`src/rtl/fifo_rr_read_scheduler_if.sv`:
```
// Signal bundle between the source FIFOs, the round-robin read scheduler and the
// downstream stage. The master modport is the scheduler's view of the bundle.
interface fifo_rr_read_scheduler_if #(
    parameter int NUM_PORTS  = 4,
    parameter int PORT_WIDTH = 2,
    parameter int DATA_WIDTH = 65
);
    logic                            stall;
    logic [NUM_PORTS-1:0]            empty;
    logic [NUM_PORTS-1:0]            fifo_valid;
    logic [NUM_PORTS*DATA_WIDTH-1:0] fifo_data;
    logic [NUM_PORTS-1:0]            read_en;
    logic [NUM_PORTS-1:0]            grant;
    logic [DATA_WIDTH-1:0]           fwd_data;
    logic [PORT_WIDTH-1:0]           fwd_port;
    logic                            fwd_valid;
    logic                            err;

    modport master (
        input  stall, empty, fifo_valid, fifo_data,
        output read_en, grant, fwd_data, fwd_port, fwd_valid, err
    );

    modport slave (
        output stall, empty, fifo_valid, fifo_data,
        input  read_en, grant, fwd_data, fwd_port, fwd_valid, err
    );
endinterface

```
`src/rtl/fifo_rr_read_scheduler.sv`:
```
// Round-robin burst read scheduler: drains NUM_PORTS one-cycle-latency FIFOs into a single
// downstream stage, tagging each forwarded word with its source port.
module fifo_rr_read_scheduler #(
    parameter int NUM_PORTS  = 4,
    parameter int PORT_WIDTH = 2,
    parameter int DATA_WIDTH = 65,
    parameter int BURST_LEN  = 4
) (
    input  logic                     clk,
    input  logic                     rst,
    fifo_rr_read_scheduler_if.master bus
);
    localparam int CNT_WIDTH = (BURST_LEN > 1) ? $clog2(BURST_LEN) : 1;
    localparam logic [CNT_WIDTH-1:0]  CNT_LAST  = CNT_WIDTH'(BURST_LEN - 1);
    localparam logic [CNT_WIDTH-1:0]  CNT_ONE   = CNT_WIDTH'(1);
    localparam logic [PORT_WIDTH-1:0] PORT_LAST = PORT_WIDTH'(NUM_PORTS - 1);
    localparam logic [NUM_PORTS-1:0]  VEC_ONE   = NUM_PORTS'(1);

    typedef enum logic {IDLE, BURST} state_t;

    state_t                state, state_next;
    logic [PORT_WIDTH-1:0] gnt_idx, gnt_idx_next;
    logic [PORT_WIDTH-1:0] last_grant, last_grant_next;
    logic [CNT_WIDTH-1:0]  cnt, cnt_next;
    logic                  issue;

    logic                  pick_found;
    logic [PORT_WIDTH-1:0] pick_idx;
    int                    scan;
    logic [PORT_WIDTH-1:0] scan_port;

    logic [PORT_WIDTH-1:0] iss_port;
    logic                  iss_vld;
    logic [NUM_PORTS-1:0]  expect_valid;
    logic                  multi_valid;
    logic                  stray_valid;
    logic                  missing_valid;

    // Wrap by subtraction so NUM_PORTS need not be a power of two.
    always_comb begin
        pick_found = 1'b0;
        pick_idx   = '0;
        scan       = 0;
        scan_port  = '0;
        for (int k = 1; k <= NUM_PORTS; k++) begin
            scan = int'(last_grant) + k;
            if (scan >= NUM_PORTS) begin
                scan = scan - NUM_PORTS;
            end
            scan_port = PORT_WIDTH'(scan);
            if (!pick_found && !bus.empty[scan_port]) begin
                pick_found = 1'b1;
                pick_idx   = scan_port;
            end
        end
    end

    always_comb begin
        state_next      = state;
        gnt_idx_next    = gnt_idx;
        last_grant_next = last_grant;
        cnt_next        = cnt;
        issue           = 1'b0;
        case (state)
            IDLE: begin
                if (pick_found) begin
                    state_next   = BURST;
                    gnt_idx_next = pick_idx;
                    cnt_next     = '0;
                end
            end
            BURST: begin
                if (bus.empty[gnt_idx]) begin
                    state_next      = IDLE;
                    last_grant_next = gnt_idx;
                end else if (!bus.stall) begin
                    issue = 1'b1;
                    if (cnt == CNT_LAST) begin
                        state_next      = IDLE;
                        last_grant_next = gnt_idx;
                    end else begin
                        cnt_next = cnt + CNT_ONE;
                    end
                end
            end
            default: state_next = IDLE;
        endcase
    end

    always_comb begin
        bus.grant   = '0;
        bus.read_en = '0;
        if (state == BURST) begin
            bus.grant[gnt_idx] = 1'b1;
        end
        if (issue) begin
            bus.read_en[gnt_idx] = 1'b1;
        end
    end

    always_ff @(posedge clk or posedge rst) begin
        if (rst) begin
            state      <= IDLE;
            gnt_idx    <= '0;
            last_grant <= PORT_LAST;
            cnt        <= '0;
        end else begin
            state      <= state_next;
            gnt_idx    <= gnt_idx_next;
            last_grant <= last_grant_next;
            cnt        <= cnt_next;
        end
    end

    // Only the port read last cycle may answer, and it must answer exactly then.
    always_comb begin
        expect_valid = '0;
        if (iss_vld) begin
            expect_valid[iss_port] = 1'b1;
        end
    end

    assign multi_valid   = |(bus.fifo_valid & (bus.fifo_valid - VEC_ONE));
    assign stray_valid   = |(bus.fifo_valid & ~expect_valid);
    assign missing_valid = iss_vld & ~bus.fifo_valid[iss_port];

    always_ff @(posedge clk or posedge rst) begin
        if (rst) begin
            iss_port      <= '0;
            iss_vld       <= 1'b0;
            bus.fwd_data  <= '0;
            bus.fwd_port  <= '0;
            bus.fwd_valid <= 1'b0;
            bus.err       <= 1'b0;
        end else begin
            iss_port <= gnt_idx;
            iss_vld  <= issue;
            if (iss_vld && bus.fifo_valid[iss_port]) begin
                bus.fwd_data  <= bus.fifo_data[int'(iss_port)*DATA_WIDTH +: DATA_WIDTH];
                bus.fwd_port  <= iss_port;
                bus.fwd_valid <= 1'b1;
            end else begin
                bus.fwd_valid <= 1'b0;
            end
            bus.err <= bus.err | multi_valid | stray_valid | missing_valid;
        end
    end
endmodule

```
`src/flat_wrapper.sv`:
```
// flat-port wrapper written by rule: the top's interface ports become plain ports
module fifo_rr_read_scheduler_flat 
#(
    parameter int NUM_PORTS  = 4,
    parameter int PORT_WIDTH = 2,
    parameter int DATA_WIDTH = 65,
    parameter int BURST_LEN  = 4
)
  (clk, rst, bus_stall, bus_empty, bus_fifo_valid, bus_fifo_data, bus_read_en, bus_grant, bus_fwd_data, bus_fwd_port, bus_fwd_valid, bus_err);
  fifo_rr_read_scheduler_if #(.NUM_PORTS(NUM_PORTS), .PORT_WIDTH(PORT_WIDTH), .DATA_WIDTH(DATA_WIDTH)) bus_i ();
  input  logic clk;
  input  logic rst;
  input wire logic [$bits(bus_i.stall)-1:0] bus_stall;
  input wire logic [$bits(bus_i.empty)-1:0] bus_empty;
  input wire logic [$bits(bus_i.fifo_valid)-1:0] bus_fifo_valid;
  input wire logic [$bits(bus_i.fifo_data)-1:0] bus_fifo_data;
  output wire logic [$bits(bus_i.read_en)-1:0] bus_read_en;
  output wire logic [$bits(bus_i.grant)-1:0] bus_grant;
  output wire logic [$bits(bus_i.fwd_data)-1:0] bus_fwd_data;
  output wire logic [$bits(bus_i.fwd_port)-1:0] bus_fwd_port;
  output wire logic [$bits(bus_i.fwd_valid)-1:0] bus_fwd_valid;
  output wire logic [$bits(bus_i.err)-1:0] bus_err;
  assign bus_i.stall = bus_stall;
  assign bus_i.empty = bus_empty;
  assign bus_i.fifo_valid = bus_fifo_valid;
  assign bus_i.fifo_data = bus_fifo_data;
  assign bus_read_en = bus_i.read_en;
  assign bus_grant = bus_i.grant;
  assign bus_fwd_data = bus_i.fwd_data;
  assign bus_fwd_port = bus_i.fwd_port;
  assign bus_fwd_valid = bus_i.fwd_valid;
  assign bus_err = bus_i.err;
  fifo_rr_read_scheduler #(.NUM_PORTS(NUM_PORTS), .PORT_WIDTH(PORT_WIDTH), .DATA_WIDTH(DATA_WIDTH), .BURST_LEN(BURST_LEN)) u_core (.clk(clk), .rst(rst), .bus(bus_i));
endmodule
```
`config.mk`:
```
export PLATFORM = sky130hd
export DESIGN_NAME = fifo_rr_read_scheduler_flat
export DESIGN_NICKNAME = d
export VERILOG_FILES = /design/src/rtl/fifo_rr_read_scheduler_if.sv /design/src/rtl/fifo_rr_read_scheduler.sv /design/src/flat_wrapper.sv
export SDC_FILE = /design/constraint.sdc
export NUM_CORES = 1
export LEC_CHECK = 0
export CORE_AREA = 3 3 132 134
export DETAILED_ROUTE_END_ITERATION = 6
export DIE_AREA = 0 0 135 137
export GPL_ROUTABILITY_DRIVEN = 0
export PLACE_DENSITY = 0.7
export SLEW_MARGIN = 20
export SYNTH_ARGS = -nofsm -noshare
export SYNTH_HDL_FRONTEND = slang
export SYNTH_SLANG_ARGS = --single-unit
```
`constraint.sdc`:
```
create_clock -name clk -period 2.9 [get_ports clk]
set_clock_uncertainty 0.1 [all_clocks]
set_input_delay 0.58 -clock clk [delete_from_list [all_inputs] [get_ports clk]]
set_output_delay 0.58 -clock clk [all_outputs]
set_load 0.1 [all_outputs]
```
==> run metrics, run 1 <==
Sw Ratio 54.6%; CP Capture Type primary output; Nets 918; Setup Crit Path Kind input pin to primary output; Slowest-stage cell, CP mux4_2; Syn-to-layout area delta 83.5%; RR Endpoint u_core.cnt[1]$_DFFE_PP0P_; Die H 137 um; Most Crowded Layer GR met2; Pleak 3.58 nW; initial antenna violation count 1; worst hold path depth 2; RSZ-0062 raised after global routing no; Setup Fix Bufs, Post-CTS 0; grt total ovfl 0; Starting Density 29.1%; CP cell instances clkdlybuf4s15_1 -> mux4_2 -> or3b_4 -> nor3b_4 -> buf_12; CP peak stage delay 0.49 ns; Synth Register Bits 79; Max-Cap Viols 0; Post-synth EDFFs 0; CP delay by family, top simple AND/OR/NAND/NOR gates; vias in the first global route 4731; Register Area 1980 sq um; clock sink total 79; Synth Net Count 570; Fillers 1367; most common cell after layout, fill and taps aside clkdlybuf4s50_1; Tot GR Track Use 18.0%; # diodes 0; grt met1 use 18.8%; Clock Path Buffers 2; Hold WC Path Type flip-flop to flip-flop; CTS tree built; share of the synthesized area in the top cell type 40.3%; Flop pwr share 18.8%; most frequent cells in the layout clkdlybuf4s50_1 (266), buf_4 (85), dfrtp_1 (75); GR Util met2 33.9%; Cell Pwr Density 1250 nW/um^2; cells after synthesis 298; Final Power 10.9 mW; # rows 47; Die X 135 um; Avg Vias per Cell 4.84; share of synthesized registers carrying an async set or reset 100%; top_reg_cell synth dfrtp_1; Worst Path Max Fanout 5; M3 GR Usage 6.76%; Crit path buffers/inverters 2; clk slew on worst S/H paths 0.06 ns; Peak VDD IR 0.703 mV; drt first pass iters 4; combinational cell fraction of total power 70.2%; area of the die 18500 sq um; Placed Cells 855; dpl ws -0.183 ns; CTS root buffer clkbuf_16; fin crit period 2.86 ns; Slew Limit Fails 0; first-pass GRT wire length 25400 um; Switching Power 5.97 mW; worst-margin pin slew 0.612 ns; Yosys Warn Count 0; min-delay src u_core.bus.err$_DFF_PP0_; Ports 348; clock latency on the worst-skew pair 0.34 ns; Final Non-Filler Cells 871; Avg WL per Cell 19.9 um; Worst slew margin 59.1%; Netlist Area Pre-Place 4780 sq um; max frequency 350 MHz; R2R setup slack 0.73 ns; DRT antenna net count 0; crit path DAT 2.18 ns; hold path endpoint u_core.bus.err$_DFF_PP0_; Clock Power Share 11.0%; Yosys cell types 35; Detail Placement HPWL 14300 um; H-Tree Level Count 3; final setup vio count 0; Avg Inst Size Synth 16.0 sq um; port buffer count 347; worst setup margin 0.0414 ns; Worst Path Required 2.22 ns; status complete, no violations; Core Footprint 16400 sq um; number of remaining DRC errors 0; crit share post-route 98.6%; area of the multi-input gates 2670 sq um; fraction of layout instances using a drive strength above 1 39.6%; r2r startpoint u_core.gnt_idx[1]$_DFFE_PP0P_; wirelength, routed 17300 um; DR vias 4212; crit path launch type input pin; Seq/Total Area, Yosys 41.4%; largest net degree at the start of global routing 55; DRT iter0 DRCs 145; reg2reg path depth 5; Synth area leaders dfrtp_1 (40%), mux4_2 (32%), mux2_2 (16%); Final Hold Fails 0; Int Pwr 4.97 mW; Yosys top cell by area dfrtp_1; total CTS buffers 9
## metrics by stage
stage	TNS, ns	hold WS, ns	util [%]	cell area, sq um
floorplan	-1.44	0.280	-	4800
global placement	-0.499	0.375	51.5	8440
detailed placement	-0.629	0.372	51.5	8440
CTS	0	0.392	53.5	8770
global route	0	0.414	53.5	8770
finish	0	0.381	53.5	8770
## area by class of cell
class / instances / area share (%)
clock buffer: 12 / 2.81
multi-input combinational: 187 / 30.5
clock inverter: 4 / 0.799
tap: 220 / 3.14
inverter: 6 / 0.271
sequential: 79 / 22.6
timing repair buffer: 363 / 39.9
## power groups by stage
stage / registers (mW) / clock network, mW / logic [mW]
5_1_grt: 2.13 / 1.29 / 7.96
3_3_place_gp: 2.03 / 0 / 7.67
6_report: 2.06 / 1.20 / 7.67
2_1_floorplan: 5.42 / 0 / 2.47
3_5_place_dp: 2.07 / 0 / 7.73
4_1_cts: 2.06 / 1.24 / 7.77
## worst min-delay path, delay by kind of cell, from the launching register on
family           cells  cell delay [ns]
AND/OR/NAND/NOR      1             0.06
AO/OA/AOI/OAI        1             0.04
flip-flops           1             0.34
## logic make-up after synthesis
logic type | share of synthesized area [%]
mux | 48.9
fa+ha+maj | 0.262
simple gates | 3.53
compound gates | 2.30
flops | 41.4
buf+inv | 3.58
## cell usage after synthesis (2+ instances only)
library cell,instances
nor3b_1,3
clkbuf_1,8
and3_1,2
inv_1,6
mux2i_1,2
mux2_2,70
a21oi_1,4
dfstp_2,2
nand2_1,3
nor2_1,7
dfrtp_1,77
buf_4,4
mux4_2,67
buf_6,3
mux2_1,2
o21ai_0,4
and3b_1,2
a31oi_1,3
buf_2,11
nor2b_1,3
## registers in the layout (all words and copies together), names as in the netlist
register              flops
u_core.bus.err            1
u_core.bus.fwd_data      65
u_core.bus.fwd_port       2
u_core.bus.fwd_valid      1
u_core.cnt                2
u_core.gnt_idx            2
u_core.iss_port           2
u_core.iss_vld            1
u_core.last_grant         2
u_core.state              1
## repair_timing
action	in CTS	in global routing
endpoints found under the setup margin	4	0
endpoints found under the hold margin	0	0
resized for setup	12	0
hold buffers	0	0
## layer usage
metal  vias up  routed length, um
li1       1887                  -
met1      2095               5830
met2       206               9540
met3        22               1610
met4         2                308
met5         -                 13
## worst max-delay path by stage
stage                             from              to  slack (ns)  depth (start not counted)
after CTS                 bus_empty[3]  bus_read_en[1]        0.04                          5
final                     bus_empty[3]  bus_read_en[1]        0.04                          5
after global placement    bus_empty[3]  bus_read_en[2]       -0.15                          5
after detailed placement  bus_empty[3]  bus_read_en[2]       -0.18                          5
after floorplan           bus_empty[3]  bus_read_en[2]       -0.51                          3
after global routing      bus_empty[2]  bus_read_en[1]       0.009                          5
Note: power is estimated with default switching activity, not from simulation.
==> run 2, diff against run 1 <==
Settings changed: CELL_PAD_IN_SITES_DETAIL_PLACEMENT set to 0, CELL_PAD_IN_SITES_GLOBAL_PLACEMENT set to 1, CORE_AREA 3 3 132 134 to not set, CORE_MARGIN set to 3, CORE_UTILIZATION set to 26, DIE_AREA 0 0 135 137 to not set, PLACE_DENSITY 0.7 to not set, PLACE_DENSITY_LB_ADDON set to 0.1.
Clock period 2.9 ns to 2.8 ns, I/O delays scaled along.
==> run 2 against run 1 <==
Compared with the run above: clock power down 10%; final cell count up 1.4%; register-to-register slack worse by 0.05 ns; power up 2.5%; first-iteration DRC count down 0.69%; critical path type unchanged; via count down 1.3%; wire length up 2.5%; critical endpoint is now bus_read_en[3]; largest power group unchanged; combinational power up 5.1%; setup slack worse by 0.033 ns; core utilization down 3.7 points; clock-buffer cell count up 3.
==> run metrics, run 2 (same netlist as run 1, synthesis figures left out) <==
status complete, no violations; Peak VDD IR 0.617 mV; DR vias 4157; DRT antenna net count 0; CTS tree built; Hold WC Path Type input pin to async pin; Register Area 1980 sq um; fin crit period 2.79 ns; r2r startpoint u_core.gnt_idx[1]$_DFFE_PP0P_; most common cell after layout, fill and taps aside clkdlybuf4s50_1; Tot GR Track Use 17.2%; fraction of layout instances using a drive strength above 1 40.3%; Fillers 1619; crit path DAT 2.13 ns; max frequency 358 MHz; # rows 48; worst-margin pin slew 0.509 ns; hold_buf cts 0; Pleak 3.60 nW; Slew Limit Fails 0; Worst Path Max Fanout 5; number of remaining DRC errors 0; Detail Placement HPWL 14700 um; Nets 925; Starting Density 27.1%; RR Endpoint u_core.cnt[1]$_DFFE_PP0P_; Final Hold Fails 0; grt total ovfl 0; area of the die 20100 sq um; RSZ-0062 raised after global routing yes; Avg WL per Cell 20.1 um; clk slew on worst S/H paths 0.06 ns; Reg with most FFs u_core.bus.fwd_data; first-pass GRT wire length 26300 um; H-Tree Level Count 3; Ports 348; DRT iter0 DRCs 144; Max-Cap Viols 0; Die X 142 um; R2R setup slack 0.68 ns; port buffer count 347; CP cell instances clkdlybuf4s15_2 -> mux4_2 -> or3b_4 -> inv_2 -> and3_4 -> buf_12; initial antenna violation count 0; clock sink total 79; Core Footprint 17700 sq um; Worst slew margin 66.1%; final setup vio count 0; # diodes 0; vias in the first global route 4632; Slowest-stage cell, CP mux4_2; Crit path buffers/inverters 3; Die H 142 um; most frequent cells in the layout clkdlybuf4s50_1 (266), buf_4 (92), dfrtp_1 (75); reg2reg path depth 5; drt first pass iters 4; Setup Crit Path Kind input pin to primary output; largest net degree at the start of global routing 37; crit path launch type input pin; CP delay by family, top simple AND/OR/NAND/NOR gates; Cell Pwr Density 1280 nW/um^2; Util after Layout 49.8%; Final Power 11.2 mW; Worst Path Required 2.14 ns; CTS root buffer clkbuf_16; total CTS buffers 9; number of flip-flops in the largest register 65; Clock Path Buffers 2; CP peak stage delay 0.47 ns; clock latency on the worst-skew pair 0.33 ns; wirelength, routed 17700 um; Syn-to-layout area delta 83.7%; crit share post-route 99.7%; area of the multi-input gates 2670 sq um; Avg Vias per Cell 4.71; CP Capture Type primary output
[run 2: final cells by class]
class	count	area share, %
Tap cell	225	3.20
Clock buffer	15	3.05
Multi-Input combinational cell	187	30.4
Inverter	6	0.271
Sequential cell	79	22.6
Clock inverter	1	0.0570
Timing Repair Buffer	370	40.4
[run 2: routing by layer]
| layer | track usage [%] | wire length (um) |
|---|---|---|
| met5 | 0 | 0 |
| met1 | 17.9 | 6000 |
| met4 | 5.45 | 255 |
| met3 | 4.79 | 1490 |
| met2 | 33.0 | 9990 |
[run 2: how the worst max path moves through the flow]
stage,start,end,depth (start not counted)
after CTS,u_core.gnt_idx[1]$_DFFE_PP0P_,bus_read_en[2],4
after global routing,u_core.gnt_idx[1]$_DFFE_PP0P_,bus_read_en[1],4
final,bus_empty[0],bus_read_en[3],6
after global placement,bus_empty[3],bus_read_en[2],5
after detailed placement,bus_empty[0],bus_read_en[2],5
after floorplan,bus_empty[3],bus_read_en[2],3
[run 2: what timing repair did]
| action | in CTS | in global routing |
|---|---|---|
| endpoints found under the hold margin | 0 | 0 |
| resized for setup | 13 | 1 |
| buffers inserted | 1 | 1 |
| pin swaps | 2 | 2 |
| endpoints found under the setup margin | 4 | 4 |
[run 2: per-stage QoR]
stage	TNS (ns)	cell area [sq um]	hold slack [ns]	setup slack, ns	cells
floorplan	-1.62	4800	0.280	-0.571	298
global placement	-0.755	8490	0.360	-0.212	865
detailed placement	-0.979	8490	0.365	-0.284	865
CTS	-0.0113	8780	0.330	-0.00905	882
global route	-0.0997	8790	0.354	-0.0477	883
finish	0	8790	0.343	0.00871	883
[run 2: worst reg2reg max path, delay by kind of cell (launching register included)]
family,cells,cell delay (ns)
buffers and inverters,1,0.17
flip-flops,1,0.36
multiplexers,2,0.84
AND/OR/NAND/NOR,2,0.54
[run 2: report_power, final]
part / switching [mW] / internal (mW)
combinational: 5.42 / 2.63
sequential: 0.331 / 1.73
clock: 0.435 / 0.649
